`src/rtl/tiny_cpu_pkg.sv`:
```
// Shared encodings, FSM states and ALU operations for the tiny multi-cycle RV32I-subset core.
package tiny_cpu_pkg;

    localparam logic [6:0] OPC_OP     = 7'b0110011;
    localparam logic [6:0] OPC_OP_IMM = 7'b0010011;
    localparam logic [6:0] OPC_LUI    = 7'b0110111;
    localparam logic [6:0] OPC_BRANCH = 7'b1100011;
    localparam logic [6:0] OPC_JAL    = 7'b1101111;
    localparam logic [6:0] OPC_SYSTEM = 7'b1110011;

    localparam logic [2:0] F3_ADD  = 3'b000;
    localparam logic [2:0] F3_SLL  = 3'b001;
    localparam logic [2:0] F3_SLT  = 3'b010;
    localparam logic [2:0] F3_SLTU = 3'b011;
    localparam logic [2:0] F3_XOR  = 3'b100;
    localparam logic [2:0] F3_SR   = 3'b101;
    localparam logic [2:0] F3_OR   = 3'b110;
    localparam logic [2:0] F3_AND  = 3'b111;

    localparam logic [2:0] F3_BEQ = 3'b000;
    localparam logic [2:0] F3_BNE = 3'b001;
    localparam logic [2:0] F3_BLT = 3'b100;
    localparam logic [2:0] F3_BGE = 3'b101;

    localparam logic [6:0] F7_BASE   = 7'b0000000;
    localparam logic [6:0] F7_ALT    = 7'b0100000;
    localparam logic [6:0] F7_MULDIV = 7'b0000001;

    localparam logic [31:0] INSN_EBREAK = 32'h0010_0073;

    typedef enum logic [1:0] {
        S_FETCH,
        S_EXEC,
        S_HALT
    } state_t;

    typedef enum logic [3:0] {
        ALU_ADD,
        ALU_SUB,
        ALU_AND,
        ALU_OR,
        ALU_XOR,
        ALU_SLL,
        ALU_SRL,
        ALU_SRA,
        ALU_SLT,
        ALU_SLTU,
        ALU_MUL,
        ALU_PASSB
    } alu_op_t;

endpackage

```
`src/rtl/tiny_cpu_mc_if.sv`:
```
// Instruction fetch port between the core (master) and the external ROM (slave).
interface tiny_cpu_mc_if #(
    parameter int AW = 4
);
    logic          imem_req;
    logic [AW-1:0] imem_addr;
    logic [31:0]   imem_rdata;
    logic          imem_valid;

    modport master (output imem_req, imem_addr, input imem_rdata, imem_valid);
    modport slave  (input imem_req, imem_addr, output imem_rdata, imem_valid);
endinterface

```
`src/rtl/tiny_cpu_alu.sv`:
```
// Combinational ALU with branch-compare flags; the MUL path exists only when TINY_CPU_MUL_EN is defined.
module tiny_cpu_alu
    import tiny_cpu_pkg::*;
#(
    parameter int XLEN = 32
) (
    input  alu_op_t           i_op,
    input  logic [XLEN-1:0]   i_a,
    input  logic [XLEN-1:0]   i_b,
    output logic [XLEN-1:0]   o_result,
    output logic              o_eq,
    output logic              o_lt
);
    localparam int SHW = $clog2(XLEN);

    logic [SHW-1:0] w_shamt;
    logic           w_lt;
    logic           w_ltu;

    assign w_shamt = i_b[SHW-1:0];
    assign w_lt    = $signed(i_a) < $signed(i_b);
    assign w_ltu   = i_a < i_b;
    assign o_eq    = (i_a == i_b);
    assign o_lt    = w_lt;

    always_comb begin
        o_result = '0;
        case (i_op)
            ALU_ADD:   o_result = i_a + i_b;
            ALU_SUB:   o_result = i_a - i_b;
            ALU_AND:   o_result = i_a & i_b;
            ALU_OR:    o_result = i_a | i_b;
            ALU_XOR:   o_result = i_a ^ i_b;
            ALU_SLL:   o_result = i_a << w_shamt;
            ALU_SRL:   o_result = i_a >> w_shamt;
            ALU_SRA:   o_result = $signed(i_a) >>> w_shamt;
            ALU_SLT:   o_result = XLEN'(w_lt);
            ALU_SLTU:  o_result = XLEN'(w_ltu);
            ALU_PASSB: o_result = i_b;
`ifdef TINY_CPU_MUL_EN
            ALU_MUL:   o_result = i_a * i_b;
`endif
            default:   o_result = '0;
        endcase
    end
endmodule

```
`src/rtl/tiny_cpu_mc.sv`:
```
// Multi-cycle RV32I-subset core: FETCH -> EXEC per instruction, one state per enabled cycle.
// Optional MUL support is selected with the TINY_CPU_MUL_EN macro.
module tiny_cpu_mc
    import tiny_cpu_pkg::*;
#(
    parameter  int XLEN      = 32,
    parameter  int NREGS     = 16,
    parameter  int ROM_DEPTH = 16,
    parameter  int LED_W     = 3,
    localparam int AW        = $clog2(ROM_DEPTH)
) (
    input  logic              CLK,
    input  logic              RST_N,
    input  logic              step_en,
    tiny_cpu_mc_if.master     imem,
    output logic [LED_W-1:0]  led,
    output logic              retire,
    output logic              halted,
    output logic              illegal,
    output logic [AW-1:0]     pc
);
    localparam int RW = (NREGS > 1) ? $clog2(NREGS) : 1;

    state_t            r_state;
    logic [AW-1:0]     r_pc;
    logic [31:0]       r_ir;
    logic [XLEN-1:0]   r_regs [NREGS];
    logic [LED_W-1:0]  r_led;
    logic              r_halted;
    logic              r_illegal;

    state_t            w_state_nxt;
    logic [6:0]        w_opc, w_f7;
    logic [4:0]        w_rd, w_rs1, w_rs2;
    logic [2:0]        w_f3;
    logic [XLEN-1:0]   w_rs1_val, w_rs2_val, w_imm_i, w_imm_u, w_alu_b, w_alu_res, w_wd;
    logic [31:0]       w_off;
    logic [AW-1:0]     w_pc_inc, w_pc_tgt, w_pc_next;
    alu_op_t           w_alu_op;
    logic              w_wr_en, w_wr_ok, w_ill, w_is_br, w_is_jal, w_is_ebreak, w_take;
    logic              w_eq, w_lt, w_unused;

    assign w_opc = r_ir[6:0];
    assign w_rd  = r_ir[11:7];
    assign w_f3  = r_ir[14:12];
    assign w_rs1 = r_ir[19:15];
    assign w_rs2 = r_ir[24:20];
    assign w_f7  = r_ir[31:25];

    assign w_imm_i = XLEN'($signed(r_ir[31:20]));
    assign w_imm_u = XLEN'($signed({r_ir[31:12], 12'b0}));
    assign w_off   = w_is_jal ? 32'($signed({r_ir[31], r_ir[19:12], r_ir[20], r_ir[30:21], 1'b0}))
                              : 32'($signed({r_ir[31], r_ir[7], r_ir[30:25], r_ir[11:8], 1'b0}));
    // The PC counts words, so byte offset bits [1:0] and anything above the PC width drop out.
    assign w_unused = ^{w_off[31:AW+2], w_off[1:0]};

    assign w_rs1_val = (w_rs1 != 5'd0 && 32'(w_rs1) < NREGS) ? r_regs[w_rs1[RW-1:0]] : '0;
    assign w_rs2_val = (w_rs2 != 5'd0 && 32'(w_rs2) < NREGS) ? r_regs[w_rs2[RW-1:0]] : '0;

    tiny_cpu_alu #(.XLEN(XLEN)) u_alu (
        .i_op     (w_alu_op),
        .i_a      (w_rs1_val),
        .i_b      (w_alu_b),
        .o_result (w_alu_res),
        .o_eq     (w_eq),
        .o_lt     (w_lt)
    );

    always_comb begin
        w_alu_op    = ALU_ADD;
        w_alu_b     = w_rs2_val;
        w_wr_en     = 1'b0;
        w_ill       = 1'b0;
        w_is_br     = 1'b0;
        w_is_jal    = 1'b0;
        w_is_ebreak = 1'b0;
        case (w_opc)
            OPC_OP: begin
                w_wr_en = 1'b1;
                case ({w_f7, w_f3})
                    {F7_BASE, F3_ADD}:  w_alu_op = ALU_ADD;
                    {F7_ALT,  F3_ADD}:  w_alu_op = ALU_SUB;
                    {F7_BASE, F3_SLL}:  w_alu_op = ALU_SLL;
                    {F7_BASE, F3_SLT}:  w_alu_op = ALU_SLT;
                    {F7_BASE, F3_SLTU}: w_alu_op = ALU_SLTU;
                    {F7_BASE, F3_XOR}:  w_alu_op = ALU_XOR;
                    {F7_BASE, F3_SR}:   w_alu_op = ALU_SRL;
                    {F7_ALT,  F3_SR}:   w_alu_op = ALU_SRA;
                    {F7_BASE, F3_OR}:   w_alu_op = ALU_OR;
                    {F7_BASE, F3_AND}:  w_alu_op = ALU_AND;
`ifdef TINY_CPU_MUL_EN
                    {F7_MULDIV, F3_ADD}: w_alu_op = ALU_MUL;
`endif
                    default: begin
                        w_ill   = 1'b1;
                        w_wr_en = 1'b0;
                    end
                endcase
            end
            OPC_OP_IMM: begin
                w_wr_en = 1'b1;
                w_alu_b = w_imm_i;
                case (w_f3)
                    F3_ADD:  w_alu_op = ALU_ADD;
                    F3_SLT:  w_alu_op = ALU_SLT;
                    F3_SLTU: w_alu_op = ALU_SLTU;
                    F3_XOR:  w_alu_op = ALU_XOR;
                    F3_OR:   w_alu_op = ALU_OR;
                    F3_AND:  w_alu_op = ALU_AND;
                    F3_SLL: begin
                        w_alu_op = ALU_SLL;
                        if (w_f7 != F7_BASE) begin
                            w_ill   = 1'b1;
                            w_wr_en = 1'b0;
                        end
                    end
                    default: begin
                        if (w_f7 == F7_BASE) w_alu_op = ALU_SRL;
                        else if (w_f7 == F7_ALT) w_alu_op = ALU_SRA;
                        else begin
                            w_ill   = 1'b1;
                            w_wr_en = 1'b0;
                        end
                    end
                endcase
            end
            OPC_LUI: begin
                w_wr_en  = 1'b1;
                w_alu_op = ALU_PASSB;
                w_alu_b  = w_imm_u;
            end
            OPC_BRANCH: begin
                case (w_f3)
                    F3_BEQ, F3_BNE, F3_BLT, F3_BGE: w_is_br = 1'b1;
                    default: w_ill = 1'b1;
                endcase
            end
            OPC_JAL: begin
                w_wr_en  = 1'b1;
                w_is_jal = 1'b1;
            end
            OPC_SYSTEM: begin
                if (r_ir == INSN_EBREAK) w_is_ebreak = 1'b1;
                else w_ill = 1'b1;
            end
            default: w_ill = 1'b1;
        endcase
    end

    always_comb begin
        w_take = 1'b0;
        case (w_f3)
            F3_BEQ:  w_take = w_eq;
            F3_BNE:  w_take = !w_eq;
            F3_BLT:  w_take = w_lt;
            F3_BGE:  w_take = !w_lt;
            default: w_take = 1'b0;
        endcase
    end

    assign w_pc_inc  = r_pc + AW'(1);
    assign w_pc_tgt  = r_pc + w_off[AW+1:2];
    assign w_pc_next = (w_is_jal || (w_is_br && w_take)) ? w_pc_tgt : w_pc_inc;
    assign w_wd      = w_is_jal ? XLEN'({w_pc_inc, 2'b00}) : w_alu_res;
    assign w_wr_ok   = w_wr_en && (w_rd != 5'd0) && (32'(w_rd) < NREGS);

    always_comb begin
        w_state_nxt   = r_state;
        imem.imem_req = 1'b0;
        retire        = 1'b0;
        case (r_state)
            S_FETCH: begin
                imem.imem_req = RST_N;
                if (step_en && imem.imem_valid) w_state_nxt = S_EXEC;
            end
            S_EXEC: begin
                retire = RST_N && step_en;
                if (step_en) w_state_nxt = w_is_ebreak ? S_HALT : S_FETCH;
            end
            default: w_state_nxt = S_HALT;
        endcase
    end

    always_ff @(posedge CLK) begin
        if (!RST_N) begin
            r_state   <= S_FETCH;
            r_pc      <= '0;
            r_ir      <= '0;
            r_led     <= '0;
            r_halted  <= 1'b0;
            r_illegal <= 1'b0;
            for (int i = 0; i < NREGS; i++) r_regs[i] <= '0;
        end else if (step_en) begin
            r_state <= w_state_nxt;
            if (r_state == S_FETCH && imem.imem_valid) r_ir <= imem.imem_rdata;
            if (r_state == S_EXEC) begin
                // EBREAK leaves the PC on its own word so the debug view shows where it stopped.
                if (w_is_ebreak) r_halted <= 1'b1;
                else r_pc <= w_pc_next;
                if (w_ill) r_illegal <= 1'b1;
                if (w_wr_ok) begin
                    r_regs[w_rd[RW-1:0]] <= w_wd;
                    r_led                <= w_wd[LED_W-1:0];
                end
            end
        end
    end

    assign imem.imem_addr = r_pc;
    assign pc             = r_pc;
    assign led            = r_led;
    assign halted         = r_halted;
    assign illegal        = r_illegal;
endmodule

```
`src/flat_wrapper.sv`:
```
// flat-port wrapper written by rule: the top's interface ports become plain ports
module tiny_cpu_mc_flat import tiny_cpu_pkg::*;
#(
    parameter  int XLEN      = 32,
    parameter  int NREGS     = 16,
    parameter  int ROM_DEPTH = 16,
    parameter  int LED_W     = 3,
    localparam int AW        = $clog2(ROM_DEPTH)
)
  (CLK, RST_N, step_en, led, retire, halted, illegal, pc, imem_imem_req, imem_imem_addr, imem_imem_rdata, imem_imem_valid);
  tiny_cpu_mc_if #(.AW(4)) imem_i ();
  input  logic CLK;
  input  logic RST_N;
  input  logic step_en;
  output logic [LED_W-1:0] led;
  output logic retire;
  output logic halted;
  output logic illegal;
  output logic [AW-1:0] pc;
  output wire logic [$bits(imem_i.imem_req)-1:0] imem_imem_req;
  output wire logic [$bits(imem_i.imem_addr)-1:0] imem_imem_addr;
  input wire logic [$bits(imem_i.imem_rdata)-1:0] imem_imem_rdata;
  input wire logic [$bits(imem_i.imem_valid)-1:0] imem_imem_valid;
  assign imem_imem_req = imem_i.imem_req;
  assign imem_imem_addr = imem_i.imem_addr;
  assign imem_i.imem_rdata = imem_imem_rdata;
  assign imem_i.imem_valid = imem_imem_valid;
  tiny_cpu_mc #(.XLEN(XLEN), .NREGS(NREGS), .ROM_DEPTH(ROM_DEPTH), .LED_W(LED_W)) u_core (.CLK(CLK), .RST_N(RST_N), .step_en(step_en), .imem(imem_i), .led(led), .retire(retire), .halted(halted), .illegal(illegal), .pc(pc));
endmodule
```
`config.mk`:
```
export PLATFORM = sky130hd
export DESIGN_NAME = tiny_cpu_mc_flat
export DESIGN_NICKNAME = d
export VERILOG_FILES = /design/src/rtl/tiny_cpu_pkg.sv /design/src/rtl/tiny_cpu_mc_if.sv /design/src/rtl/tiny_cpu_alu.sv /design/src/rtl/tiny_cpu_mc.sv /design/src/flat_wrapper.sv
export SDC_FILE = /design/constraint.sdc
export NUM_CORES = 2
export LEC_CHECK = 0
export CORE_ASPECT_RATIO = 2
export CORE_MARGIN = 8
export CORE_UTILIZATION = 47
export CTS_CLUSTER_DIAMETER = 50
export DETAILED_ROUTE_END_ITERATION = 8
export PLACE_DENSITY = 0.74
export SYNTH_ARGS = -nofsm -noshare
export SYNTH_HDL_FRONTEND = slang
export SYNTH_HIERARCHICAL = 1
export SYNTH_SLANG_ARGS = --single-unit
```
`constraint.sdc`:
```
create_clock -name CLK -period 6.83 [get_ports CLK]
set_input_delay 1.0245 -clock CLK [delete_from_list [all_inputs] [get_ports CLK]]
set_output_delay 1.0245 -clock CLK [all_outputs]
set_load 0.01 [all_outputs]
```
# Word-level counts from Yosys, hierarchy flattened
# Memory sizes are Yosys's and may differ from the RTL's. A register that Yosys moved wholly into a read port is not among the register bits.
# Index checks and enable logic that the tools add are counted.
# word_totals
ff_bits	43
ramBits	512
output_inout_bits	15
word_cells	141
mem_count	1
# mem_list
name	depth	width	read_ports	rd_clocked_by_memory_dff	write_ports	line	text
u_core.r_regs	16	32	2	2	16	tiny_cpu_mc.sv:27	logic [XLEN-1:0] r_regs [NREGS];
# classes
n_addsub	4
order_cmp	5
eq_ne	37
shifts	3
n_mux	50
bitwise	4
n_reduce_logical	31
# op_table
operator	count
$pmux W32 S11	1
$mux W32	4
$lt A32 B32 Y1	2
$pmux W32 S2	1
$eq A10 B3 Y1 const B	4
$pmux W4 S9	1
$add A32 B32 Y32	1
$and A32 B32 Y32	1
$eq A32 B21 Y1 const B	1
$eq A32 B32 Y1	1
$or A32 B32 Y32	1
$reduce_or A32 Y1	1
$shl A32 B5 Y32	1
$shr A32 B5 Y32	1
$sshr A32 B5 Y32	1
$sub A32 B32 Y32	1
$xor A32 B32 Y32	1
$mux W4	7
$pmux W4 S7	1
$mux W1	24
$eq A7 B6 Y1 const B	3
$eq A7 B7 Y1 const B	3
$eq A10 B2 Y1 const B	2
$eq A10 B9 Y1 const B	2
40 further kinds	68

# Depth between registers and ports, before layout
# logic_depth
ltp_word	14
depth_mapped	26

# By module
# Netlist, hierarchy kept.
# by_module_without_submodules
mod	instances	cells_per_inst	area_per_inst_um2	seq_area_each_um2
tiny_cpu_mc	1	2054	28762.6	16395.7
tiny_cpu_alu	1	1319	8463.1	0.0

# Least setup slack after synthesis
# OpenSTA, ideal clock, no wires.
# synth_timing
path_kind	register -> register
from	reg with a tool-made name
to	reg u_core.r_pc[2], in the netlist u_core/imem.imem_addr[2]
t_arrival_ps	6346
required_ps	6698
slack_ps	352
stages_incl_launch_ff	27
cell_sequence	dfxtp_1 buf_2 buf_1 buf_2 mux4_2 a211oi_1 a21oi_1 a22o_1 inv_1 buf_2 buf_1 clkbuf_1 ha_1 buf_4 nor2b_1 o211ai_2 a211oi_1 or4b_4 a211o_1 a211oi_2 o211ai_1 xnor2_1 mux2i_1 xor2_1 o21ai_0 mux2i_1 o32ai_1
# synth_lines
element	line	text
end signal, assigned	tiny_cpu_mc.sv:199	else r_pc <= w_pc_next;
end, declared	tiny_cpu_mc.sv:25	logic [AW-1:0] r_pc;

==> flow_metrics.env <==
export IMPL_dieArea_um2=89000
export IMPL_hold_ws_ns=0.475
export IMPL_grt_pass1_vias=31700
export IMPL_internal_power_mw=6.23
export IMPL_cts_sinks=563
export IMPL_grt_ovfl_total=0
export IMPL_synth_edf_count=512
export IMPL_core_rowCount=146
export IMPL_synthDistinctLibCells=89
export IMPL_crit_slowest_cell="dfxtp_4"
export IMPL_nNetsFinal=3516
export IMPL_core_area_um2=78900
export IMPL_swShare=0.343
export IMPL_power_leakage_nw=13.8
export IMPL_drtIter0Drc=4041
export IMPL_synth_seq_cells=563
export IMPL_r2r_cells=23
export IMPL_skew_ns=0.0701
export IMPL_path_cells="buf_4 -> mux4_2 -> nor2b_1 -> a211oi_1 -> a21oi_1 -> a221o_1 -> inv_1 -> ha_1 -> nor2_1 -> nand4_1 -> a211oi_1 -> or4b_4 -> a211o_1 -> a211oi_2 -> o211ai_1 -> xnor2_1 -> mux2i_2 -> buf_4 -> xor2_1 -> o21ai_0 -> buf_4 -> a211oi_1 -> o32ai_1"
export IMPL_ant_nets=0
export IMPL_area_growth_pct=10.8
export IMPL_grt_start_max_net_pins=87
export IMPL_cts_root_buffer="clkbuf_16"
export IMPL_synth_top_cells_by_count="nor2_1, edfxtp_1, mux4_2"
export IMPL_status="finished, final reports clean"
export IMPL_cts_setup_buffers=0
export IMPL_max_stage_delay_ns=0.62
export IMPL_htreeDepth=2
export IMPL_dr_pass1_iters=8
export IMPL_syn_cell_area_um2=37200
export IMPL_track_usage=0.338
export IMPL_clk_path_buf_depth=3
export IMPL_clkTransAtPathRegs_ns=0.07
export IMPL_peakVddDrop_v=0.000219
export IMPL_ys_flop_type="edfxtp_1"
export IMPL_worst_path_max_fanout=18
export IMPL_avgSynthCellArea_um2=11.0
export IMPL_dpl_hpwl_mm=107
export IMPL_yosys_warnings=6
export IMPL_synth_most_common_cell="nor2_1"
export IMPL_yosysSeqAreaShare=0.440
export IMPL_hp_class="flop to flop"
export IMPL_drt_wl_total_mm=156
export IMPL_criticalPathCategory="flop to flop"
export IMPL_rsz0062_at_grt="false"
export IMPL_p_per_area_nw_per_um2=230
export IMPL_power_frac_comb=0.285
export IMPL_drv_cap=0
export IMPL_worstMarginPinSlew_ns=1.38
export IMPL_finalMaxSlewViolations=0
export IMPL_yosys_area_top_type="edfxtp_1"
export IMPL_worstPathArrival_ns=7.17
export IMPL_grt_pass1_wl_mm=220
export IMPL_setup_viol=0
export IMPL_p_clk_frac=0.296
export IMPL_start_kind="flop"
export IMPL_slew_headroom=0.0784
export IMPL_nFillCells=6723
export IMPL_ys_top_cells_by_area="edfxtp_1, mux4_2, nor2_1"
export IMPL_period_needed_ns=6.68
export IMPL_vias_per_cell=7.06
export IMPL_rrSetupSlack_ns=0.15
export IMPL_syn_inst=3373
export IMPL_rr_endpoint="u_core/imem.imem_addr[0]$_SDFFE_PN0P_"
export IMPL_port_buffers=50
export IMPL_async_reset_ff_frac=0
export IMPL_yosysTopAreaCellShare=0.413
export IMPL_via_count=31400
export IMPL_wl_per_cell_um=35.1
export IMPL_crit_end="u_core/imem.imem_addr[0]$_SDFFE_PN0P_"
export IMPL_layout_drive_gt1_share=0.188
export IMPL_critPathCaptureType="flop"
export IMPL_antenna_found_initial=9
export IMPL_seqPwrFrac=0.419
export IMPL_place_congestion=1.12
export IMPL_worstSkewPairLatency_ns=0.63
export IMPL_dieHeight_um=414
export IMPL_io_pin_count=51
export IMPL_drcViolationCount=0
export IMPL_fin_setup_tns_ns=0
export IMPL_start_util=0.472
export IMPL_cts_tree="yes"
export IMPL_required_ns=7.33
export IMPL_max_clock_freq_mhz=150
export IMPL_switchingPower_mw=3.26
export IMPL_cts_made_buffers=48
export IMPL_dieWidth_um=215
export IMPL_finalCritPeriodShare=0.978
export IMPL_hold_viol_final=0
[metrics by stage]
step / area, um2 / instances / total power, mW / setup slack, ns / utilization
6_report: 41200 / 4451 / 9.48 / 0.153 / 0.522
5_1_grt: 41200 / 4449 / 9.70 / 0.0126 / 0.522
4_1_cts: 41200 / 4449 / 9.35 / 0.291 / 0.522
3_5_place_dp: 39600 / 4360 / 6.60 / 0.337 / 0.502
3_3_place_gp: 39600 / 4360 / 6.58 / 0.361 / 0.502
2_1_floorplan: 37300 / 3404 / 5.60 / 0.352 / -
[sequential cells by signal, indices dropped and copies added (netlist names), named ones only]
| register | count |
|---|---|
| u_core/r_regs | 512 |
| u_core/r_ir | 32 |
| u_core/imem.imem_addr | 4 |
| u_core/led | 3 |
| u_core/r_state | 2 |
| u_core/halted | 1 |
| u_core/illegal | 1 |
[power groups by stage]
stage               clock (mW)  sequential (mW)  combinational, mW
CTS                       2.81             3.97               2.57
global route              2.92             3.98               2.80
floorplan                    0             3.99               1.61
detailed placement           0             4.04               2.56
finish                    2.81             3.98               2.70
global placement             0             4.03               2.55
[layout make-up]
type,count,area (um2),share of cell area
inverter,114,429,0.0104
tap,1036,1300,0.0314
clock inverter,30,342,0.00829
sequential,563,16400,0.398
timing repair buffer,224,1970,0.0477
multi-input combinational,2423,19500,0.474
antenna,2,5.00,0.000121
clock buffer,59,1240,0.0301
[per-layer routing]
layer	global-route usage	wire, um	up-vias
met5	0.00382	53	-
met4	0.298	16900	8
met3	0.0707	15600	826
met2	0.589	78400	2638
met1	0.337	45300	15300
li1	-	-	12700
[what timing repair did]
item / in CTS / in global routing
hold endpoints to repair: 0 / 0
resized for setup: 0 / 4
setup endpoints to repair: 0 / 4
hold buffers: 0 / 0
[critical path: cells and delay by family (launching register included)]
family / cells / cell delay [ns]
mux: 2 / 0.89
flops: 1 / 0.62
xor+xnor: 2 / 0.40
buf+inv: 4 / 0.80
compound gates: 10 / 2.33
simple gates: 4 / 1.20
fa+ha+maj: 1 / 0.26
[cell families (layout without fill, tap and decap cells)]
kind of cell	Yosys count	after routing	synth area share
adders and majority gates	106	106	0.0362
buffers and inverters	418	427	0.0446
other	1	34	0.000101
AOI/OAI and AO/OA	689	689	0.123
xor gates and xnor gates	36	36	0.00847
DFF	563	563	0.440
muxes	410	410	0.215
and+or+nand+nor	1150	1150	0.132
[worst min-delay path by stage]
stage	start	to	slack (ns)	cells after the start
after floorplan	u_core/r_ir[19]$_SDFFE_PN0P_	u_core/r_ir[19]$_SDFFE_PN0P_	0.46	2
after global placement	u_core/led[1]$_SDFFE_PN0P_	u_core/led[1]$_SDFFE_PN0P_	0.46	2
after detailed placement	u_core/led[1]$_SDFFE_PN0P_	u_core/led[1]$_SDFFE_PN0P_	0.46	2
after CTS	u_core/led[1]$_SDFFE_PN0P_	u_core/led[1]$_SDFFE_PN0P_	0.47	2
after global routing	u_core/led[1]$_SDFFE_PN0P_	u_core/led[1]$_SDFFE_PN0P_	0.51	2
final	u_core/led[1]$_SDFFE_PN0P_	u_core/led[1]$_SDFFE_PN0P_	0.48	2
[placed cells by master, fill, tap and decap left out, types with 12 or more instances in the layout]
| master | n |
|---|---|
| clkdlybuf4s50_1 | 49 |
| nand2_1 | 252 |
| xnor2_1 | 30 |
| nand3_1 | 32 |
| o211ai_1 | 41 |
| inv_1 | 107 |
| a221o_1 | 25 |
| a31oi_1 | 17 |
| nor2b_1 | 80 |
| nand2_2 | 15 |
| o21ai_0 | 121 |
| o31ai_1 | 20 |
| edfxtp_1 | 512 |
| conb_1 | 32 |
| a22oi_1 | 22 |
| dfxtp_1 | 43 |
| a221oi_1 | 12 |
| mux2i_1 | 89 |
| or3_1 | 13 |
| nor2_1 | 641 |
| ha_1 | 103 |
| buf_4 | 160 |
| nand4_1 | 12 |
| and3_1 | 16 |
| a21oi_1 | 206 |
| nor3_1 | 27 |
| buf_12 | 13 |
| a211oi_1 | 79 |
| mux4_2 | 312 |
| clkbuf_16 | 48 |
Note: power is estimated with default switching activity, not from simulation.
